`src/rtl/dsp_seq_pkg.sv`:
```
// Shared types and widths for the DSP MAC sequencer.
// Latency: n/a (declarations only).
// Backpressure: n/a.
// Contents: FSM state enum, default DSP pipeline latency, operand/accumulator widths.
package dsp_seq_pkg;

  localparam int DSP_LAT_DEF = 4;

  localparam int A_W = 25;
  localparam int D_W = 30;
  localparam int B_W = 18;
  localparam int P_W = 48;

  typedef enum logic [1:0] {
    IDLE,
    ISSUE,
    DRAIN,
    HOLD
  } state_t;

endpackage

```
`src/rtl/dsp_tag_pipe.sv`:
```
// Delay line carrying per-beat valid/first/last tags alongside the DSP datapath.
// Latency: a tag entering in cycle t leaves the last stage in cycle t+DEPTH.
// Backpressure: none, shifts every cycle.
// Ports: clk/rst; in_vld/in_first/in_last tag input;
//        zero_o = first beat at stage DEPTH-2, done_o = last beat at final stage.
module dsp_tag_pipe #(
  parameter int DEPTH = 5
) (
  input  logic clk,
  input  logic rst,
  input  logic in_vld,
  input  logic in_first,
  input  logic in_last,
  output logic zero_o,
  output logic done_o
);

  logic [DEPTH-1:0] vld_q, vld_d;
  logic [DEPTH-1:0] last_q, last_d;
  // The first flag is only consumed one stage before the end, so it stops there.
  logic [DEPTH-2:0] first_q, first_d;

  always_comb begin
    vld_d    = '0;
    last_d   = '0;
    first_d  = '0;
    vld_d[0]   = in_vld;
    last_d[0]  = in_last;
    first_d[0] = in_first;
    for (int i = 1; i < DEPTH; i++) begin
      vld_d[i]  = vld_q[i-1];
      last_d[i] = last_q[i-1];
    end
    for (int i = 1; i < DEPTH-1; i++) begin
      first_d[i] = first_q[i-1];
    end
  end

  always_ff @(posedge clk) begin
    if (rst) begin
      vld_q   <= '0;
      last_q  <= '0;
      first_q <= '0;
    end else begin
      vld_q   <= vld_d;
      last_q  <= last_d;
      first_q <= first_d;
    end
  end

  assign zero_o = vld_q[DEPTH-2] & first_q[DEPTH-2];
  assign done_o = vld_q[DEPTH-1] & last_q[DEPTH-1];

endmodule

```
`src/rtl/dsp_mac_sequencer.sv`:
```
// Sequences operand reads into an external DSP and returns the accumulated dot product.
// Latency: job accept in cycle c -> res_valid in cycle c+N+2+DSP_LAT (N = job_len+1).
// Backpressure: result held until res_ready; job_ready low for the whole job incl. HOLD.
// Ports: job_valid/job_ready/job_base/job_len job in; rd_en/rd_addr + rd_a/rd_d/rd_b memory;
//        dsp_a/dsp_d/dsp_b/dsp_pci_zero/dsp_p DSP slice; res_valid/res_ready/res_data result.
module dsp_mac_sequencer
  import dsp_seq_pkg::*;
#(
  parameter int DSP_LAT = DSP_LAT_DEF,
  parameter int ADDR_W  = 10,
  parameter int LEN_W   = 8
) (
  input  logic                  clk,
  input  logic                  rst,
  input  logic                  job_valid,
  output logic                  job_ready,
  input  logic [ADDR_W-1:0]     job_base,
  input  logic [LEN_W-1:0]      job_len,
  output logic                  rd_en,
  output logic [ADDR_W-1:0]     rd_addr,
  input  logic signed [A_W-1:0] rd_a,
  input  logic signed [D_W-1:0] rd_d,
  input  logic signed [B_W-1:0] rd_b,
  output logic signed [A_W-1:0] dsp_a,
  output logic signed [D_W-1:0] dsp_d,
  output logic signed [B_W-1:0] dsp_b,
  output logic                  dsp_pci_zero,
  input  logic signed [P_W-1:0] dsp_p,
  output logic                  res_valid,
  input  logic                  res_ready,
  output logic signed [P_W-1:0] res_data
);

  state_t                state_q, state_d;
  logic [LEN_W-1:0]      len_q, len_d;
  logic [LEN_W-1:0]      cnt_q, cnt_d;
  logic                  rd_en_q, rd_en_d;
  logic [ADDR_W-1:0]     rd_addr_q, rd_addr_d;
  logic                  res_valid_q, res_valid_d;
  logic signed [P_W-1:0] res_data_q, res_data_d;

  logic tag_first;
  logic tag_last;
  logic acc_zero;
  logic last_out;

  // Read data lands on the DSP ports the cycle after rd_en, with no extra staging.
  assign dsp_a = rd_a;
  assign dsp_d = rd_d;
  assign dsp_b = rd_b;

  // Gated by rst so the handshake is closed during the reset cycle itself.
  assign job_ready    = (state_q == IDLE) && !rst;
  assign rd_en        = rd_en_q;
  assign rd_addr      = rd_addr_q;
  assign res_valid    = res_valid_q;
  assign res_data     = res_data_q;
  assign dsp_pci_zero = acc_zero;

  assign tag_first = rd_en_q && (cnt_q == '0);
  assign tag_last  = rd_en_q && (cnt_q == len_q);

  // One stage covers the memory read, DSP_LAT stages cover the DSP pipe.
  dsp_tag_pipe #(
    .DEPTH (DSP_LAT + 1)
  ) u_tag_pipe (
    .clk      (clk),
    .rst      (rst),
    .in_vld   (rd_en_q),
    .in_first (tag_first),
    .in_last  (tag_last),
    .zero_o   (acc_zero),
    .done_o   (last_out)
  );

  always_comb begin
    state_d     = state_q;
    len_d       = len_q;
    cnt_d       = cnt_q;
    rd_en_d     = rd_en_q;
    rd_addr_d   = rd_addr_q;
    res_valid_d = res_valid_q;
    res_data_d  = res_data_q;
    unique case (state_q)
      IDLE: begin
        if (job_valid) begin
          len_d     = job_len;
          cnt_d     = '0;
          rd_en_d   = 1'b1;
          rd_addr_d = job_base;
          state_d   = ISSUE;
        end
      end
      ISSUE: begin
        if (cnt_q == len_q) begin
          rd_en_d = 1'b0;
          state_d = DRAIN;
        end else begin
          cnt_d     = cnt_q + LEN_W'(1);
          rd_addr_d = rd_addr_q + ADDR_W'(1);
        end
      end
      DRAIN: begin
        // dsp_p holds the complete sum exactly while the last tag sits at the end.
        if (last_out) begin
          res_data_d  = dsp_p;
          res_valid_d = 1'b1;
          state_d     = HOLD;
        end
      end
      HOLD: begin
        if (res_ready) begin
          res_valid_d = 1'b0;
          state_d     = IDLE;
        end
      end
      default: state_d = IDLE;
    endcase
  end

  always_ff @(posedge clk) begin
    if (rst) begin
      state_q     <= IDLE;
      len_q       <= '0;
      cnt_q       <= '0;
      rd_en_q     <= 1'b0;
      rd_addr_q   <= '0;
      res_valid_q <= 1'b0;
      res_data_q  <= '0;
    end else begin
      state_q     <= state_d;
      len_q       <= len_d;
      cnt_q       <= cnt_d;
      rd_en_q     <= rd_en_d;
      rd_addr_q   <= rd_addr_d;
      res_valid_q <= res_valid_d;
      res_data_q  <= res_data_d;
    end
  end

endmodule

```
`config.mk`:
```
export PLATFORM = sky130hd
export DESIGN_NAME = dsp_mac_sequencer
export DESIGN_NICKNAME = d
export VERILOG_FILES = /design/src/rtl/dsp_seq_pkg.sv /design/src/rtl/dsp_tag_pipe.sv /design/src/rtl/dsp_mac_sequencer.sv
export SDC_FILE = /design/constraint.sdc
export NUM_CORES = 1
export LEC_CHECK = 0
export CAP_MARGIN = 15
export CORE_MARGIN = 3
export CORE_UTILIZATION = 37
export DETAILED_ROUTE_END_ITERATION = 10
export GPL_ROUTABILITY_DRIVEN = 0
export HOLD_SLACK_MARGIN = 0.12
export PLACE_DENSITY = 0.81
export SETUP_SLACK_MARGIN = 0.05
export SLEW_MARGIN = 20
export SYNTH_ARGS = -nofsm -noshare
export SYNTH_HDL_FRONTEND = slang
export SYNTH_SLANG_ARGS = --single-unit
```
`constraint.sdc`:
```
create_clock -name clk -period 2.1 [get_ports clk]
set_clock_uncertainty 0.05 [all_clocks]
set_input_delay 0.42 -clock clk [delete_from_list [all_inputs] [get_ports clk]]
set_output_delay 0.42 -clock clk [all_outputs]
set_load 0.01 [all_outputs]
```
==> results.md, run 1 <==
- Fin crit period: between 1.5 and 2 ns
- Type of the most critical hold path: flip-flop to flip-flop
- Multiplexer area fraction after synthesis: 0.009203
- Hold WS: ~0.38 ns
- Worst-Skew Late Latency: 0.34 ns
- Most common cell after layout, fill and taps aside: nand2_1
- Hold Path Depth: 1
- Synth Area in Simple Gates: 0.2307
- Chip height: 114.4 um
- FF+latch count, synth: 92
- Avg WL per Cell: 15.91 um
- Fin. Hold Viols: 0
- Worst setup EP type: flip-flop
- Final WL: ~12,000 um
- Most frequent cells in the layout: 138 x nand2_1, 129 x clkdlybuf4s50_1, 85 x dfxtp_1
- RSZ-0062 raised after global routing: false
- Leak: approximately 2.1 nW
- Num CTS Buffers: 9
- CTS clk-pin slew, worst paths: ~0.07 ns
- Syn nets: 693
- Total number of vias: between 3,000 and 4,000
- Critical path class: flip-flop to flip-flop
- CTS max path bufs: 2
- DR iter-0 viols: 315
- CTS tree: built
- Post-synth EDFFs: 0
- Setup_tns: 0 ns
- Global-route wire length before repair: 18,810 um
- Diodes inserted: 0
- Sink Count: just over 90
- Power Dens Cells: ~950 mW/mm^2
- CP max stage cell: or3_4
- Sequential share of the synthesized area: 0.4234
- YS warnings: 0
- XOR/XNOR share of the synthesized area: 0.01611
- Router iterations before antenna repair: 4
- Largest net degree at the start of global routing: ~50
- DIE WIDTH: roughly 110 um
- Total gr overflow: 0
- MaxCap Viol Count: 0
- Gr usage total: 0.1781
- DP HPWL: 8619 um
- Vias in the first global route: between 3,000 and 4,000
- Root Buffer: clkbuf_16
- Placed cells: 737
- Layout Cells excl Fill: 753
- Post-synth top flop: dfxtp_1
- H-tree levels: 3
- Relative slew slack: 0.6735
- Cts hold-fix bufs: 0
- Worst Path Arrival: between 2 and 2.5 ns
- Final Cycle Share: 0.9251
- Fraction of layout cells with a size suffix above 1: 0.1093
- Worst path required time: around 2.3 ns
- Reg2reg path depth: 6
- FFs w/ async S/R, synth: 0
- Crit path largest cell delay: around 0.40 ns
- Syn Area/Cell: about 8 um^2
- Area share of fa/ha/maj cells after synthesis: 0.02301
- Critical-path cell list: inv_1, ha_2, buf_4, nand2_1, or3_4, a221oi_2
- Max Transition Viols Final: 0
- Least-Margin Pin Slew: 0.4898 ns
- Worst setup SP type: flip-flop
- Mapped Cells: around 540
- Final Setup Violations: 0
- Initial Utilization: 0.3894
- Post-DRT Antenna Nets: 0
- Rows: 38
- Cell Area, Synth: between 0.004 and 0.005 mm^2
- DRC viols: 0
- Nets@finish: between 700 and 800
- Max Fclk: between 0.5 and 0.6 GHz
- Cell variety after synth: 47
- Die ar.: roughly 0.013 mm^2
- Complex-gate fraction of the synthesized area: 0.1337
- Core area: about 0.011 mm^2
- Number of port buffers: 131
- Outcome: completed
- Worst-path fanout max: 10
- Vias/cell: a little over 5
- Initial antenna violation count: 0
- Area delta synth->final: 31.90%
- Largest family of logic cells by synthesized area: simple AND/OR/NAND/NOR gates
- Worst vdd rail ir drop: between 0.6 and 0.7 mV
- Io pins: 278
## report_power, final
part	internal, mW	total [mW]	switching (mW)
registers	1.89	2.03	0.139
clock network	0.989	1.68	0.688
logic	0.835	1.75	0.918
total	3.72	5.46	1.75
## registers in the layout, indices dropped and copies added, names as in the netlist, 2 cells and up
register,cells
rd_addr,10
u_tag_pipe.first_q,4
u_tag_pipe.vld_q,5
cnt_q,8
u_tag_pipe.last_q,5
len_q,8
state_q,2
res_data,48
## worst paths after layout
check                            start                    to  slack [ns]
setup / recovery            state_q[1]              cnt_q[3]        0.16
hold / removal    u_tag_pipe.last_q[2]  u_tag_pipe.last_q[3]        0.38
setup reg to reg            state_q[1]              cnt_q[3]        0.16
hold reg to reg   u_tag_pipe.last_q[2]  u_tag_pipe.last_q[3]        0.38
## per-stage QoR
stage | area [um^2] | total power [mW] | setup slack, ns | util
after floorplan | 4350 | 3.112 | 0.2200 | -
after global placement | 5386 | 3.686 | 0.07665 | 0.4821
after detailed placement | 5386 | 3.736 | 0.03501 | 0.4821
after CTS | 5709 | 5.452 | 0.06740 | 0.5110
after global routing | 5738 | 5.731 | 0.06530 | 0.5136
final | 5738 | 5.461 | 0.1572 | 0.5136
## cell usage after synthesis, types with 4 or more instances
master / count / area (um^2)
a21oi_1: 60 / 300.3
a31oi_1: 8 / 50.05
and2_1: 4 / 25.02
and3_1: 4 / 25.02
buf_4: 74 / 555.5
clkbuf_1: 24 / 90.09
dfxtp_1: 92 / 1842
ha_1: 8 / 100.1
inv_1: 9 / 33.78
mux2i_1: 4 / 40.04
nand2_1: 138 / 518.0
nand3_1: 15 / 75.07
nor2_1: 13 / 48.80
nor2b_1: 15 / 93.84
nor3_1: 6 / 30.03
nor4_1: 5 / 31.28
o21ai_0: 4 / 20.02
o32ai_1: 4 / 35.03
xor2_1: 8 / 70.07
## logic make-up (layout without fill, tap and decap cells)
group | count (synthesis) | after routing
buf+inv | 112 | 183
simple gates | 220 | 220
fa+ha+maj | 8 | 8
flops | 92 | 92
mux | 4 | 4
compound gates | 98 | 98
xor+xnor | 8 | 8
## critical path: cells and delay by family, from the launching register on
kind | cells | cell delay [ns]
AOI/OAI and AO/OA | 1 | 0.27
and+or+nand+nor | 2 | 0.50
buffers and inverters | 2 | 0.36
adders and majority gates | 1 | 0.33
DFF | 1 | 0.34
## routing by layer
| metal | up-vias | global-route usage | routed length, um |
|---|---|---|---|
| met3 | 61 | 0.04281 | 767 |
| met1 | 1802 | 0.2090 | 4726 |
| met2 | 185 | 0.2972 | 6003 |
| li1 | 1864 | - | - |
| met5 | - | 0 | 0 |
| met4 | 0 | 0.09897 | 482 |
## repair_timing
action,4_1_cts,5_1_grt
pin swaps,0,3
resized for setup,4,12
endpoints found under the setup margin,1,13
buffers inserted,0,0
gates cloned,0,0
## layout make-up
class,instances,area [um^2]
clock inverters,5,58.81
clock buffers,11,252.7
well taps,140,175.2
multi-input cells,338,1834
fillers,1032,5435
flip-flops and latches,92,1851
inverters,9,33.78
repair buffers,158,1533
No activity file was read; power rests on OpenSTA's default activity.
==> run 2: changes to the inputs <==
--- a/config.mk
+++ b/config.mk
@@ -10,6 +10,7 @@
 export CORE_UTILIZATION = 37
 export DETAILED_ROUTE_END_ITERATION = 10
 export GPL_ROUTABILITY_DRIVEN = 0
+export GPL_TIMING_DRIVEN = 0
 export HOLD_SLACK_MARGIN = 0.12
 export PLACE_DENSITY = 0.81
 export SETUP_SLACK_MARGIN = 0.05
==> run 2 against run 1 <==
Fmax decreased by 3.7%; die area did not move; register-to-register slack got worse by 0.07 ns; utilization increased by 11 points; setup slack lost 0.074 ns; largest power group unchanged; via count up 15%; global-route usage increased by 2.0 points; flip-flop and latch count is the same; total power increased by 5.6%; first-iteration DRC count down 6.0%; sequential power about the same; critical endpoint is now cnt_q[7]; non-clock buffer count up 148.
==> results.md, run 2 (same netlist as run 1, synthesis figures left out) <==
- Avg WL per Cell: 15.45 um
- CP max stage cell: dfxtp_1
- Worst setup EP type: flip-flop
- Logic gate share of total power: 0.343
- Max Transition Viols Final: 0
- Least-Margin Pin Slew: 0.5084 ns
- Reg2Reg Setup Slack: 0.08 ns
- Vias/cell: ~5.0
- Crit path largest cell delay: about 0.40 ns
- DR iter-0 viols: slightly below 300
- Power Dens Cells: just over 800 mW/mm^2
- Sw frac: 0.3237
- Fin crit period: between 2 and 2.5 ns
- Worst-path fanout max: 10
- Cts hold-fix bufs: 0
- DP HPWL: approximately 11,000 um
- CTS tree: built
- Reg2reg path depth: 7
- Total gr overflow: 0
- Initial antenna violation count: 0
- Relative slew slack: 0.6611
- Area delta synth->final: 60.11%
- Setup crit end: cnt_q[7]
- Die ar.: ~0.013 mm^2
- MaxCap Viol Count: 0
- Critical path class: flip-flop to flip-flop
- Dpl ws: -0.3913 ns
- Post-DRT Antenna Nets: 0
- Final Cycle Share: 0.9605
- Core area: around 0.011 mm^2
- P_sw: around 1.9 mW
- Total number of vias: about 4,500
- Root Buffer: clkbuf_16
- Most common cell after layout, fill and taps aside: clkdlybuf4s50_1
- DIE WIDTH: roughly 110 um
- Fraction of layout cells with a size suffix above 1: 0.1577
- Largest net degree at the start of global routing: 16
- DRC viols: 0
- Initial Utilization: 0.3894
- Final Util: 0.6234
- Vias in the first global route: about 4,600
- Chip height: roughly 110 um
- Final Setup Violations: 0
- Setup WS post-layout: 0.08291 ns
- Post-route cell area: between 0.006 and 0.007 mm^2
- Clock power frac: 0.305
- Pint: 3.899 mW
- CTS max path bufs: 2
- Dpl cell area: approximately 0.0066 mm^2
- RSZ-0062 raised after global routing: true
- Num CTS Buffers: 9
- Crit Reg-Reg Endpoint: cnt_q[7]
- H-tree levels: 3
- Router iterations before antenna repair: 5
- Worst path required time: 2.24 ns
- Fin. Hold Viols: 0
- Nets@finish: roughly 900
- Type of the most critical hold path: flip-flop to flip-flop
- Io pins: 278
- Worst-Skew Late Latency: 0.32 ns
- Sink Count: 92
- Worst setup SP type: flip-flop
- Max Fclk: a little under 0.5 GHz
- Final WL: approximately 14,000 um
- Reg2reg start: state_q[0]
- Most frequent cells in the layout: 202 x clkdlybuf4s50_1, 137 x nand2_1, 92 x dfxtp_1
- Number of port buffers: roughly 200
- Hold WS: about 0.39 ns
- Worst vdd rail ir drop: ~0.54 mV
- Outcome: completed
- CTS clk-pin slew, worst paths: approximately 0.07 ns
- Gr usage total: 0.1979
- Diodes inserted: 0
- Critical path origin: state_q[0]
- Max FFs per register: between 40 and 50
- Critical-path cell list: inv_1, ha_2, nand2b_2, o21ai_2, clkbuf_2, nor4_1, o22ai_1
- Sequential group share of total power: 0.352
- Leak: between 2 and 3 nW
- Global-route wire length before repair: around 21,000 um
- Rows: 38
- Worst Path Arrival: ~2.2 ns
run 2: cell count changes in the layout (fill, tap and decap cells not counted), moves of 2 or more:
cell | previous run | this run
nor4_4 | 0 | 2
buf_6 | 0 | 2
clkbuf_2 | 0 | 9
buf_4 | 25 | 76
clkbuf_1 | 0 | 13
dfxtp_1 | 85 | 92
clkdlybuf4s50_1 | 129 | 202
buf_12 | 2 | 0
dfxtp_2 | 7 | 0
buf_1 | 0 | 2
run 2: per-stage QoR:
step	total power [mW]	setup TNS, ns	std cells
after floorplan	3.112	0	542
after global placement	3.812	-3.910	885
after detailed placement	3.864	-4.738	885
after CTS	5.654	-0.07735	900
after global routing	6.027	0	901
final	5.765	0	901
run 2: worst max-delay path: cells and delay by family (launching register included):
family | cells | cell delay (ns)
compound gates | 2 | 0.31
fa+ha+maj | 1 | 0.24
buf+inv | 2 | 0.37
flops | 1 | 0.40
simple gates | 2 | 0.51
run 2: cell type report:
type	instances	area [um^2]
Clock buffer	11	242.7
Multi-Input combinational cell	338	1854
Tap cell	140	175.2
Clock inverter	5	83.83
Inverter	9	33.78
Fill cell	950	4208
Timing Repair Buffer	205	2046
Sequential cell	92	1842
Buffer	101	688.2
run 2: what timing repair did:
action | 4_1_cts | 5_1_grt
pin swaps | 0 | 2
buffers inserted | 0 | 2
setup endpoints to repair | 40 | 38
gates resized for setup | 13 | 14
cloned | 0 | 0
run 2: how the worst min path moves through the flow:
stage,end,cells after the start,slack [ns],from
final,u_tag_pipe.last_q[3],1,0.39,u_tag_pipe.last_q[2]
after global routing,u_tag_pipe.vld_q[4],1,0.41,u_tag_pipe.vld_q[3]
after CTS,u_tag_pipe.vld_q[2],1,0.39,u_tag_pipe.vld_q[1]
after detailed placement,u_tag_pipe.vld_q[1],1,0.38,u_tag_pipe.vld_q[0]
after global placement,u_tag_pipe.vld_q[1],1,0.37,u_tag_pipe.vld_q[0]
after floorplan,u_tag_pipe.first_q[1],1,0.36,u_tag_pipe.first_q[0]
run 2: power by group through the flow:
stage | combinational, mW | sequential (mW) | clock, mW
floorplan | 1.05 | 2.07 | 0
global placement | 1.76 | 2.06 | 0
detailed placement | 1.80 | 2.07 | 0
CTS | 1.84 | 2.03 | 1.79
global route | 2.12 | 2.05 | 1.86
finish | 1.98 | 2.03 | 1.76
run 2: layer usage:
layer	global-route usage	wire [um]	vias to the layer above
li1	-	-	2161
met1	0.2126	4836	2053
met2	0.3834	7461	264
met4	0.06888	362	0
met3	0.03436	1261	23
met5	0	0	-
==> run 3: changes to the inputs <==
--- a/config.mk
+++ b/config.mk
@@ -13,7 +13,7 @@
 export GPL_TIMING_DRIVEN = 0
 export HOLD_SLACK_MARGIN = 0.12
 export PLACE_DENSITY = 0.81
-export SETUP_SLACK_MARGIN = 0.05
+export SETUP_SLACK_MARGIN = 0.5
 export SLEW_MARGIN = 20
 export SYNTH_ARGS = -nofsm -noshare
 export SYNTH_HDL_FRONTEND = slang
==> run 3 against run 2 <==
Combinational power grew 47%; clock-buffer cell count shrank 1; critical path depth shrank 2; hold slack lost 0.0059 ns; via count grew 4.4%; non-clock buffer count grew 20; sequential power grew 2%; critical path type unchanged.
==> results.md, run 3 (same netlist as run 1, synthesis figures left out) <==
- Router iterations before antenna repair: 5
- Placed cells: a little under 900
- Diodes inserted: 0
- Crit-path most repeated cell: and3_1
- Number of port buffers: just over 200
- Avg WL per Cell: 16.94 um
- Fraction of layout cells with a size suffix above 1: 0.2497
- Layout Cells excl Fill: 921
- Gr usage total: 0.2066
- Worst-Skew Late Latency: roughly 0.34 ns
- Initial antenna violation count: 0
- CTS max path bufs: 2
- DIE WIDTH: between 100 and 150 um
- Worst vdd rail ir drop: ~0.56 mV
- Root Buffer: clkbuf_16
- Nets@finish: 927
- MaxCap Viol Count: 0
- Final Cycle Share: 0.8963
- Chip height: ~110 um
- Most frequent cells in the layout: 140 x clkdlybuf4s50_1, 136 x nand2_1, 90 x buf_4
- Area delta synth->final: 73.02%
- Least-Margin Pin Slew: roughly 0.55 ns
- Power Dens Cells: 918.5 mW/mm^2
- Die ar.: ~0.013 mm^2
- Total gr overflow: 0
- Max FFs per register: between 40 and 50
- Type of the most critical hold path: flip-flop to flip-flop
- Vias/cell: just over 5
- Vias in the first global route: between 4,000 and 5,000
- Critical-path cell list: and3_1, and3_1, nand2_1, nor4b_1, o311a_1
- Total number of vias: 4,697
- Setup_tns: 0 ns
- Relative slew slack: 0.6281
- Critical path class: flip-flop to flip-flop
- Post-DRT Antenna Nets: 0
- Final WL: approximately 16,000 um
- Max Transition Viols Final: 0
- Core area: between 0.01 and 0.015 mm^2
- Final Setup Violations: 0
- Worst Path Arrival: about 2.1 ns
- Worst setup SP type: flip-flop
- CTS clk-pin slew, worst paths: around 0.070 ns
- Max Fclk: 0.5313 GHz
- Leak: ~3.2 nW
- Worst path required time: 2.32 ns
- Worst-path fanout max: 5
- CP max stage cell: nor4b_1
- Worst setup EP type: flip-flop
- DRC viols: 0
- Filler cells: between 800 and 900
- Num CTS Buffers: 9
- Sink Count: just over 90
- Register area: around 0.0019 mm^2
- Most common cell after layout, fill and taps aside: clkdlybuf4s50_1
- RSZ-0062 raised after global routing: true
- Crit path largest cell delay: approximately 0.5 ns
- Outcome: completed
- Fin. Hold Viols: 0
- Fin crit period: 1.882 ns
- Multi-input logic area: between 0.002 and 0.0025 mm^2
- Rows: 38
- Initial Utilization: 0.3894
- DP HPWL: around 11,000 um
- CTS tree: built
- DR iter-0 viols: approximately 290
- H-tree levels: 3
- Global-route wire length before repair: ~22,000 um
- Io pins: about 280
- Cts hold-fix bufs: 0
- Largest net degree at the start of global routing: 17
-- run 3: changes by cell type in the layout (fill, tap and decap cells not counted), sizes merged --
cell	before	now
clkinvlp	2	0
clkdlybuf4s50	202	140
clkinv	0	1
inv	10	11
buf	81	105
dlygate4sd2	1	62
clkbuf	33	29
bufinv	2	3
-- run 3: path summary, 6_finish.rpt --
kind,end,from,slack (ns),cells after the start
hold / removal,u_tag_pipe.vld_q[3],u_tag_pipe.vld_q[2],0.38,1
setup / recovery,rd_addr[7],rd_addr[2],0.22,5
hold reg to reg,u_tag_pipe.vld_q[3],u_tag_pipe.vld_q[2],0.38,1
setup reg to reg,rd_addr[7],rd_addr[2],0.22,5
-- run 3: layout make-up --
class / count / area share
inverter: 9 / 0.004820
buffer: 103 / 0.1084
timing repair buffer: 223 / 0.2851
clock buffer: 10 / 0.03175
clock inverter: 6 / 0.01579
multi-input combinational: 338 / 0.2824
tap: 140 / 0.02327
sequential: 92 / 0.2485
-- run 3: where the power goes --
part	internal (mW)	switching [mW]
Sequential	1.91	0.166
Clock	1.21	0.708
Combinational	1.47	1.45
Total	4.59	2.33
-- run 3: repair_timing --
item | CTS | global route
endpoints found under the setup margin | 140 | 71
setup buffers | 12 | 7
gates resized for setup | 123 | 56
cloned | 1 | 0
pin swaps | 9 | 12
-- run 3: metal layers --
metal | track usage | vias up | wire [um]
met4 | 0.07126 | 0 | 405
met2 | 0.3993 | 264 | 8449
met1 | 0.2261 | 2196 | 5543
met5 | 0 | - | 0
met3 | 0.03118 | 33 | 1200
li1 | - | 2204 | -
-- run 3: worst max-delay path: cells and delay by family, from the launching register on --
family	cells	cell delay, ns
AO/OA/AOI/OAI	1	0.22
flip-flops	1	0.40
AND/OR/NAND/NOR	4	1.14
-- run 3: per-stage QoR --
stage / util / setup WS, ns / cell area, um^2 / hold slack, ns / total power, mW
finish: 0.6737 / 0.2178 / 7527 / 0.3843 / 6.913
global route: 0.6737 / 0.1270 / 7527 / 0.4111 / 7.177
CTS: 0.6504 / 0.2793 / 7267 / 0.3866 / 6.379
detailed placement: 0.5932 / -0.2390 / 6628 / 0.3720 / 3.993
global placement: 0.5932 / -0.2256 / 6628 / 0.3677 / 3.944
floorplan: - / 0.3545 / 4420 / 0.3638 / 3.243
